`src/rtl/exp_arb_pkg.sv`:
```
// Shared definitions for the exponent-engine arbiter and the engine's users.
//   arb_state_t : 2-bit FSM state encoding of the arbiter
//   Q4_27_ONE   : 1.0 in the Q4.27 format the exponent engine works in
//   FRAC_BITS   : number of fractional bits of that format
package exp_arb_pkg;

   typedef enum logic [1:0] {
      S_IDLE   = 2'd0,
      S_ISSUE  = 2'd1,
      S_WAIT   = 2'd2,
      S_RETURN = 2'd3
   } arb_state_t;

   localparam logic [31:0] Q4_27_ONE = 32'h0800_0000;
   localparam int          FRAC_BITS = 27;

endpackage

```
`src/rtl/exp_engine_arbiter_if.sv`:
```
// Bundle of requester-side and engine-side signals of the exponent arbiter.
//   req_valid/req_ready/req_data : per-requester command channel (NREQ lanes)
//   rsp_valid/rsp_ready          : per-requester result handshake
//   rsp_data/rsp_err             : result shared by all requesters
//   eng_cmd_*                    : command channel to the exponent engine
//   eng_rsp_*                    : result channel from the exponent engine
//   busy/drop_count              : status
// modport slave  : the arbiter's view
// modport master : the environment's view (requesters + engine)
interface exp_engine_arbiter_if #(
   parameter int NREQ = 4,
   parameter int DW   = 32,
   parameter int CW   = 16
);
   logic [NREQ-1:0]    req_valid;
   logic [NREQ-1:0]    req_ready;
   logic [NREQ*DW-1:0] req_data;
   logic [NREQ-1:0]    rsp_valid;
   logic [NREQ-1:0]    rsp_ready;
   logic [DW-1:0]      rsp_data;
   logic               rsp_err;
   logic               eng_cmd_valid;
   logic               eng_cmd_ready;
   logic [DW-1:0]      eng_cmd_data;
   logic               eng_rsp_valid;
   logic               eng_rsp_ready;
   logic [DW-1:0]      eng_rsp_data;
   logic               busy;
   logic [CW-1:0]      drop_count;

   modport slave (
      input  req_valid, req_data, rsp_ready, eng_cmd_ready, eng_rsp_valid, eng_rsp_data,
      output req_ready, rsp_valid, rsp_data, rsp_err, eng_cmd_valid, eng_cmd_data,
             eng_rsp_ready, busy, drop_count
   );

   modport master (
      output req_valid, req_data, rsp_ready, eng_cmd_ready, eng_rsp_valid, eng_rsp_data,
      input  req_ready, rsp_valid, rsp_data, rsp_err, eng_cmd_valid, eng_cmd_data,
             eng_rsp_ready, busy, drop_count
   );
endinterface

```
`src/rtl/exp_engine_arbiter_rr_pick.sv`:
```
// Combinational round-robin priority picker.
//   req : request vector
//   ptr : index with highest priority this cycle; priority falls off upward modulo N
//   gnt : one-hot grant (zero when no request)
//   idx : index of the granted request
//   any : at least one request present
module rr_pick #(
   parameter  int N  = 4,
   localparam int IW = (N > 1) ? $clog2(N) : 1
) (
   input  logic [N-1:0]  req,
   input  logic [IW-1:0] ptr,
   output logic [N-1:0]  gnt,
   output logic [IW-1:0] idx,
   output logic          any
);

   always_comb begin
      logic [IW:0] pos;
      gnt = '0;
      idx = '0;
      any = 1'b0;
      pos = '0;
      // Scan from the farthest position back to ptr so the nearest requester
      // is the last one written and therefore wins.
      for (int k = N - 1; k >= 0; k--) begin
         pos = {1'b0, ptr} + (IW+1)'(k);
         if (pos >= (IW+1)'(N)) pos = pos - (IW+1)'(N);
         if (req[pos[IW-1:0]]) begin
            gnt               = '0;
            gnt[pos[IW-1:0]]  = 1'b1;
            idx               = pos[IW-1:0];
            any               = 1'b1;
         end
      end
   end

endmodule

```
`src/rtl/exp_engine_arbiter.sv`:
```
// Shares one exponent engine among NREQ requesters with round-robin
// arbitration and a single operation in flight. The granted operand is
// forwarded to the engine and the result is routed back to the same
// requester. A watchdog aborts an engine operation that takes too long and
// returns a zero result flagged with rsp_err; a late result of such an
// aborted operation is discarded and counted in drop_count.
//   clk, reset : clock, asynchronous active-high reset
//   bus        : exp_engine_arbiter_if.slave (requester and engine channels, status)
// Parameters: NREQ requesters (2..8), DW data width, TIMEOUT watchdog limit
// in WAIT cycles (0 disables it), CW width of drop_count.
module exp_engine_arbiter
   import exp_arb_pkg::*;
#(
   parameter int NREQ    = 4,
   parameter int DW      = 32,
   parameter int TIMEOUT = 64,
   parameter int CW      = 16
) (
   input  logic                 clk,
   input  logic                 reset,
   exp_engine_arbiter_if.slave  bus
);

   localparam int IW = $clog2(NREQ);
   localparam int TW = (TIMEOUT > 2) ? $clog2(TIMEOUT) : 1;

   arb_state_t      state;
   logic [IW-1:0]   rr_ptr;
   logic [IW-1:0]   grant;
   logic [TW-1:0]   timer;
   logic [DW-1:0]   op_reg;
   logic [DW-1:0]   res_reg;
   logic            err_reg;
   logic [CW-1:0]   drop_cnt;

   logic [NREQ-1:0] pick_gnt;
   logic [IW-1:0]   pick_idx;
   logic            pick_any;
   logic [NREQ-1:0] grant_oh;
   logic [DW-1:0]   op_sel;
   logic            rsp_hs;
   logic            stale;
   logic            timed_out;

   function automatic logic [CW-1:0] sat_inc(input logic [CW-1:0] v);
      return (v == {CW{1'b1}}) ? v : v + 1'b1;
   endfunction

   rr_pick #(.N(NREQ)) u_pick (
      .req (bus.req_valid),
      .ptr (rr_ptr),
      .gnt (pick_gnt),
      .idx (pick_idx),
      .any (pick_any)
   );

   always_comb begin
      op_sel = '0;
      for (int i = 0; i < NREQ; i++) begin
         if (pick_gnt[i]) op_sel = bus.req_data[i*DW +: DW];
      end
   end

   assign grant_oh  = NREQ'(1) << grant;
   assign rsp_hs    = (state == S_RETURN) && ((bus.rsp_ready & grant_oh) != '0);
   // A result seen outside WAIT can only belong to an operation the watchdog
   // already gave up on.
   assign stale     = bus.eng_rsp_valid && ((state == S_IDLE) || (state == S_ISSUE));
   assign timed_out = (TIMEOUT != 0) && (timer == TW'(TIMEOUT - 1));

   always_ff @(posedge clk or posedge reset) begin
      if (reset) begin
         state    <= S_IDLE;
         rr_ptr   <= '0;
         grant    <= '0;
         timer    <= '0;
         op_reg   <= '0;
         res_reg  <= '0;
         err_reg  <= 1'b0;
         drop_cnt <= '0;
      end else begin
         if (stale) drop_cnt <= sat_inc(drop_cnt);
         // Only WAIT counts; everywhere else the timer sits at zero.
         if (state != S_WAIT) timer <= '0;
         case (state)
            S_IDLE: begin
               if (pick_any) begin
                  op_reg <= op_sel;
                  grant  <= pick_idx;
                  state  <= S_ISSUE;
               end
            end
            S_ISSUE: begin
               if (bus.eng_cmd_ready) state <= S_WAIT;
            end
            S_WAIT: begin
               timer <= timer + 1'b1;
               // A result on the timeout cycle still counts as a good result.
               if (bus.eng_rsp_valid) begin
                  res_reg <= bus.eng_rsp_data;
                  err_reg <= 1'b0;
                  state   <= S_RETURN;
               end else if (timed_out) begin
                  res_reg <= '0;
                  err_reg <= 1'b1;
                  state   <= S_RETURN;
               end
            end
            S_RETURN: begin
               if (rsp_hs) begin
                  rr_ptr <= (grant == IW'(NREQ - 1)) ? '0 : grant + 1'b1;
                  state  <= S_IDLE;
               end
            end
            default: state <= S_IDLE;
         endcase
      end
   end

   // Handshake strobes are forced low while reset is held so nothing is
   // accepted from either side during reset.
   assign bus.req_ready     = (!reset && state == S_IDLE) ? pick_gnt : '0;
   assign bus.rsp_valid     = (state == S_RETURN) ? grant_oh : '0;
   assign bus.rsp_data      = res_reg;
   assign bus.rsp_err       = err_reg;
   assign bus.eng_cmd_valid = (state == S_ISSUE);
   assign bus.eng_cmd_data  = op_reg;
   assign bus.eng_rsp_ready = !reset && (state != S_RETURN);
   assign bus.busy          = (state != S_IDLE);
   assign bus.drop_count    = drop_cnt;

endmodule

```
`src/flat_wrapper.sv`:
```
// flat-port wrapper written by rule: the top's interface ports become plain ports
module exp_engine_arbiter_flat import exp_arb_pkg::*;
#(
   parameter int NREQ    = 4,
   parameter int DW      = 32,
   parameter int TIMEOUT = 64,
   parameter int CW      = 16
)
  (clk, reset, bus_req_valid, bus_req_data, bus_rsp_ready, bus_eng_cmd_ready, bus_eng_rsp_valid, bus_eng_rsp_data, bus_req_ready, bus_rsp_valid, bus_rsp_data, bus_rsp_err, bus_eng_cmd_valid, bus_eng_cmd_data, bus_eng_rsp_ready, bus_busy, bus_drop_count);
  exp_engine_arbiter_if #(.NREQ(NREQ), .DW(DW), .CW(CW)) bus_i ();
  input  logic clk;
  input  logic reset;
  input wire logic [$bits(bus_i.req_valid)-1:0] bus_req_valid;
  input wire logic [$bits(bus_i.req_data)-1:0] bus_req_data;
  input wire logic [$bits(bus_i.rsp_ready)-1:0] bus_rsp_ready;
  input wire logic [$bits(bus_i.eng_cmd_ready)-1:0] bus_eng_cmd_ready;
  input wire logic [$bits(bus_i.eng_rsp_valid)-1:0] bus_eng_rsp_valid;
  input wire logic [$bits(bus_i.eng_rsp_data)-1:0] bus_eng_rsp_data;
  output wire logic [$bits(bus_i.req_ready)-1:0] bus_req_ready;
  output wire logic [$bits(bus_i.rsp_valid)-1:0] bus_rsp_valid;
  output wire logic [$bits(bus_i.rsp_data)-1:0] bus_rsp_data;
  output wire logic [$bits(bus_i.rsp_err)-1:0] bus_rsp_err;
  output wire logic [$bits(bus_i.eng_cmd_valid)-1:0] bus_eng_cmd_valid;
  output wire logic [$bits(bus_i.eng_cmd_data)-1:0] bus_eng_cmd_data;
  output wire logic [$bits(bus_i.eng_rsp_ready)-1:0] bus_eng_rsp_ready;
  output wire logic [$bits(bus_i.busy)-1:0] bus_busy;
  output wire logic [$bits(bus_i.drop_count)-1:0] bus_drop_count;
  assign bus_i.req_valid = bus_req_valid;
  assign bus_i.req_data = bus_req_data;
  assign bus_i.rsp_ready = bus_rsp_ready;
  assign bus_i.eng_cmd_ready = bus_eng_cmd_ready;
  assign bus_i.eng_rsp_valid = bus_eng_rsp_valid;
  assign bus_i.eng_rsp_data = bus_eng_rsp_data;
  assign bus_req_ready = bus_i.req_ready;
  assign bus_rsp_valid = bus_i.rsp_valid;
  assign bus_rsp_data = bus_i.rsp_data;
  assign bus_rsp_err = bus_i.rsp_err;
  assign bus_eng_cmd_valid = bus_i.eng_cmd_valid;
  assign bus_eng_cmd_data = bus_i.eng_cmd_data;
  assign bus_eng_rsp_ready = bus_i.eng_rsp_ready;
  assign bus_busy = bus_i.busy;
  assign bus_drop_count = bus_i.drop_count;
  exp_engine_arbiter #(.NREQ(NREQ), .DW(DW), .TIMEOUT(TIMEOUT), .CW(CW)) u_core (.clk(clk), .reset(reset), .bus(bus_i));
endmodule
```
`config.mk`:
```
export PLATFORM = sky130hd
export DESIGN_NAME = exp_engine_arbiter_flat
export DESIGN_NICKNAME = d
export VERILOG_FILES = /design/src/rtl/exp_arb_pkg.sv /design/src/rtl/exp_engine_arbiter_if.sv /design/src/rtl/exp_engine_arbiter_rr_pick.sv /design/src/rtl/exp_engine_arbiter.sv /design/src/flat_wrapper.sv
export SDC_FILE = /design/constraint.sdc
export NUM_CORES = 1
export LEC_CHECK = 0
export BUFFER_PORTS_ARGS = -buffer_cell sky130_fd_sc_hd__buf_2
export CAP_MARGIN = 20
export CORE_MARGIN = 3
export CORE_UTILIZATION = 48
export DETAILED_ROUTE_END_ITERATION = 6
export PLACE_DENSITY = 0.82
export SYNTH_ARGS = -nofsm -noshare
export SYNTH_HDL_FRONTEND = slang
export SYNTH_SLANG_ARGS = --single-unit
```
`constraint.sdc`:
```
create_clock -name clk -period 8.2 [get_ports clk]
set_clock_uncertainty 0.2 [all_clocks]
set_input_delay 2.46 -clock clk [delete_from_list [all_inputs] [get_ports clk]]
set_output_delay 2.46 -clock clk [all_outputs]
set_load 0.01 [all_outputs]
```
# Word-level counts from Yosys, hierarchy flattened
# Index checks and enable logic that the tools add are counted.
# totals
register_bits	93
latch_bits	0
ramBits	0
rom_bits	0
elab_cells	116
n_memories	0
# classes
n_addsub	10
n_mul	0
div	0
order_cmp	12
eq_ne	12
shifts	1
n_mux	51
bitwise_logic	2
reduce_logical	20
# ops
operator	count
2-to-1 mux 32 bit	6
2-to-1 mux 2 bit	14
2-to-1 mux 4 bit	6
adder 16 x 1 -> 16 bit, second input constant	1
equality test 16 bit, second input constant	1
2-to-1 mux 1 bit	14
< comparator 2 x 3 -> 1 bit, second input constant	4
2-to-1 mux 6 bit	2
greater-or-equal comparator 3 bit, second input constant	3
binary-select mux 1 bit (select 2 bit)	4
demux 1 bit (select 2 bit)	4
greater-or-equal comparator 2 x 1 -> 1 bit, second input constant	4
logical AND 1 bit	8
one-hot mux 2 bit (4 select lines)	1
AND reduction 2 bit	4
subtractor 2 x 1 -> 2 bit, second input constant	4
adder 2 x 2 -> 3 bit, second input constant	2
adder 6 x 1 -> 6 bit, second input constant	1
equality test 2 bit, second input constant	3
equality test 6 bit, second input constant	1
!= test 2 bit, second input constant	3
nonzero test 2 bit	3
bitwise AND 4 bit	1
!= test 2 x 1 -> 1 bit, second input constant	2
other kinds (12)	12

# Logic depth before layout (Yosys ltp)
# logic_depth
depth_word	15
mapped_depth	12
depth_no_buf	8

# Hierarchy
# Synthesis repeated with hierarchy kept, for this count alone.
# hier_totals
cells_unflattened	565
area_unflattened_um2	5480.3
# by_module_without_submodules
module	instances	cells_each	area_per_inst_um2	seq_area_each_um2
exp_engine_arbiter	1	480	4797.1	2327.2
rr_pick	1	85	683.2	0.0

# Least setup slack after synthesis
# OpenSTA, ideal clock, no wires.
# synth_path
path_kind	in2out
start	input reset
end	output bus_req_ready[0]
arrival_time_ps	4969
t_required_ps	5540
setup_slack_ps	571
stages	3
path_buffers	0
cell_sequence	inv_1 -> nand2_1 -> nor2b_1
# synth_between
elab_chain_len	3
# synth_lines
item	line_no	source
start, declared	flat_wrapper.sv:12	input logic reset;
logical NOT 1 bit (no source line)	--	
logical AND 1 bit	exp_engine_arbiter.sv:122	assign bus.req_ready = (!reset && state == S_IDLE) ? pick_gnt : '0;
2-to-1 mux 4 bit	exp_engine_arbiter.sv:122	
end, declared	flat_wrapper.sv:19	output wire logic [$bits(bus_i.req_ready)-1:0] bus_req_ready;
# No other way between the ends.

# Worst setup path after layout
# layout_path
start	input bus_req_valid[0]
end	output bus_req_ready[3]
# layout_between
elab_chain_len	7
elab_cells_between_ends	13
# layout_lines
item	line_no	source
start, declared	flat_wrapper.sv:13	input wire logic [$bits(bus_i.req_valid)-1:0] bus_req_valid;
binary-select mux 1 bit (select 2 bit)	exp_engine_arbiter_rr_pick.sv:29	if (req[pos[IW-1:0]]) begin
2-to-1 mux 1 bit (implied by the code)	exp_engine_arbiter_rr_pick.sv:29	
2-to-1 mux 4 bit (3 in a row)	exp_engine_arbiter_rr_pick.sv:29	
2-to-1 mux 4 bit (*)	exp_engine_arbiter_rr_pick.sv:29	
2-to-1 mux 4 bit (*)	exp_engine_arbiter.sv:122	
# Every way passes the cells marked *; elsewhere a longest branch is shown, timed or not. The select of a mux whose other input is x is not followed.

==> results.toml <==
[clocking]
cts.sinks = 93
clk_latency_ns = 0.33
cts_root_buf = "clkbuf_16"
cts_tree = "yes"
cts-htree-levels = 3
cts_buffers = 9
clock_path_buffers = 2
cts-resized-gates = 0
post_cts_buffers = 0
hold_buffers = 0
path_clk_slew_ns = 0.07

[detailed_routing]
dr.first_iter.drc_count = 449
drc_errors = 0
dr.pass1.iters = 5
wirelength_mm = 17.93
viasPerCell = 5.594
num_vias = 5823
routedWlPerCell_um = 17.22
ant_nets = 0

[place]
port_buffers = 263
hpwl_mm = 12.86
post_dp_cell_area_sq_um = 7284
place_inst = 1025
gp_congestion = 0.8017

[sta]
rsz0062_at_grt = "no"
tightestPinTransition_ns = 0.9329
setup_violations = 0
period_needed_ns = 6.945
holdWs_ns = 0.2549
relSlewSlack = 0.3781
hold_violations = 0
max_freq_mhz = 144.0
final.setup.tns_ns = 0
slew_violations = 0
fin_crit_sh = 0.8470

[critical_path]
cp_max_fo = 12
crit_path_start_kind = "primary input"
critical_path_class = "primary input to output port"
end_kind = "output port"
arrival_ns = 4.29
cp.required_ns = 5.54
reg2regPathDepth = 9

[yosys]
synth_edf_count = 0
async_reset_ff_frac = 1.000
yosys_warnings = 0
synth_nets = 838
synth.avg_cell_area_sq_um = 9.162
synthFlopType = "dfrtp_1"
yosysUniqueCellTypes = 50
netlist_area_sq_um = 5937
yosysSeqAreaShare = 0.3920
netlist_instances = 648
ys_seq_elements = 93

[floorplanning]
initial_core_util = 0.5048
pin_count = 264
die_x_um = 117.2
rows = 39
die-area_sq_um = 13740
fp.dieH_um = 117.2
fp.coreArea_sq_um = 11760

[power_and_ir_drop]
p_leak_nw = 3.976
sw_frac_of_total = 0.4654
power_switching_mw = 1.362
ir_drop_uv = 243.9
power_density_nw_per_um2 = 385.6
intPower_mw = 1.564
pwr-share-comb = 0.591
sequentialPowerShare = 0.265
p_clk_frac = 0.144

[global_route]
globalRouteOverflowTotal = 0
antenna_found_initial = 2
grt_pass1_vias = 5431
grt_max_degree = 101
grt_pass1_wl_mm = 27.01
grtUsageTotal = 0.2483

[layout]
area_growth_pct = 27.80
final_cell_area_sq_um = 7587
final_cells = 1041
fin_nets = 1062
final_cell_mix = "263 x buf_2, 104 x nand2_1, 93 x dfrtp_1, 76 x inv_1"
fill_cells = 992
final_common_cell = "buf_2"
final-seq-area_sq_um = 2327
n_antenna_cell = 0
drive_gt1_frac = 0.3797
multi_input_area_sq_um = 3069

[hold_path]
hp-class = "register to register"
hold_depth = 1

[run_status]
status = "complete, no violations"

[flow_run]
cap_viol_max_count = 0
## critical path, stage by stage
cell     delay (ns)
buf_2          0.17
mux4_2         0.51
or4b_1         0.60
a32oi_4        0.21
and3_1         0.18
buf_2          0.15
## kinds of logic (layout without fill, tap and decap cells)
| family | Yosys count | in the layout | share of synthesized area |
|---|---|---|---|
| fa+ha+maj | 18 | 18 | 0.03794 |
| compound gates | 186 | 186 | 0.2776 |
| flops | 93 | 93 | 0.3920 |
| mux | 13 | 13 | 0.02908 |
| simple gates | 184 | 184 | 0.1425 |
| xor+xnor | 16 | 16 | 0.02360 |
| buf+inv | 138 | 367 | 0.09736 |
## registers in the layout, indices dropped and copies added, names as in the netlist
| signal | count |
|---|---|
| u_core.bus.rsp_err | 1 |
| u_core.rr_ptr | 2 |
| u_core.grant | 2 |
| u_core.bus.rsp_data | 32 |
| u_core.timer | 6 |
| u_core.state | 2 |
| u_core.bus.eng_cmd_data | 32 |
| u_core.bus.drop_count | 16 |
## per-stage QoR
step,util,setup WS (ns),power (mW)
6_report,0.6452,1.255,2.926
5_1_grt,0.6452,1.178,3.152
4_1_cts,0.6452,1.232,2.942
3_5_place_dp,0.6194,1.244,2.511
3_3_place_gp,0.6194,1.261,2.478
2_1_floorplan,-,0.5712,2.050
## worst paths after layout
| check | end | startpoint | slack (ns) |
|---|---|---|---|
| worst min-delay path | u_core.timer[0]$_DFF_PP0_ | u_core.timer[0]$_DFF_PP0_ | 0.25 |
| worst max-delay path | bus_req_ready[3] | bus_req_valid[0] | 1.25 |
| max in group asynchronous | u_core.bus.eng_cmd_data[1]$_DFFE_PP0P_ | reset | 4.75 |
| worst min register to register | u_core.timer[0]$_DFF_PP0_ | u_core.timer[0]$_DFF_PP0_ | 0.25 |
| worst max register to register | u_core.bus.eng_cmd_data[17]$_DFFE_PP0P_ | u_core.rr_ptr[0]$_DFFE_PP0P_ | 4.26 |
| min in group asynchronous | u_core.state[1]$_DFFE_PP0P_ | reset | 1.95 |
## area by class of cell
cell class,instances,share of cell area
Clock buffer,10,0.03150
Multi-Input combinational cell,417,0.4045
Inverter,79,0.03941
Sequential cell,93,0.3067
Tap cell,164,0.02704
Timing Repair Buffer,272,0.1824
Clock inverter,6,0.008410
## routing by layer
| metal | GRT usage | wire (um) |
|---|---|---|
| met3 | 0.06684 | 1615 |
| met5 | 0 | 21 |
| met1 | 0.3206 | 7348 |
| met4 | 0.06422 | 317 |
| met2 | 0.4144 | 8624 |
## cell usage after synthesis, types with 2 or more instances
cell type    n  area (sq um)
a211o_1     33         289.0
a211oi_1     2         15.01
a21o_1       2         15.01
a21oi_1     11         55.05
a22o_1      21         183.9
a22oi_1      3         22.52
a311oi_1     3         26.28
a311oi_2    29         435.4
a31oi_1     33         206.5
a32oi_1      3         26.28
and2_1       7         43.79
and3_1       7         43.79
and3b_1      2         17.52
buf_2       15         75.07
buf_4        3         22.52
buf_6        4         45.04
clkbuf_1    37         138.9
dfrtp_1     93          2327
ha_1        18         225.2
inv_1       77         289.0
inv_2        2         7.510
mux2_2       4         45.04
mux2i_1      6         60.06
mux4_2       3         67.56
nand2_1    104         390.4
nand3_1     16         80.08
nand4_1      6         37.54
nor2_1      15         56.30
nor2b_1      6         37.54
nor3_1       9         45.04
nor3b_1      3         22.52
o211ai_1     2         15.01
o21ai_0      6         30.03
o221ai_1    32         280.3
or3b_1       2         17.52
xnor2_1      5         43.79
xor2_1      11         96.34
## power groups by stage
stage / logic, mW / clock network (mW) / registers [mW]
after floorplan: 1.22 / 0 / 0.829
after global placement: 1.70 / 0 / 0.774
after detailed placement: 1.73 / 0 / 0.776
after CTS: 1.74 / 0.432 / 0.773
after global routing: 1.90 / 0.449 / 0.799
final: 1.73 / 0.421 / 0.775
(Power assumes the default switching activity.)
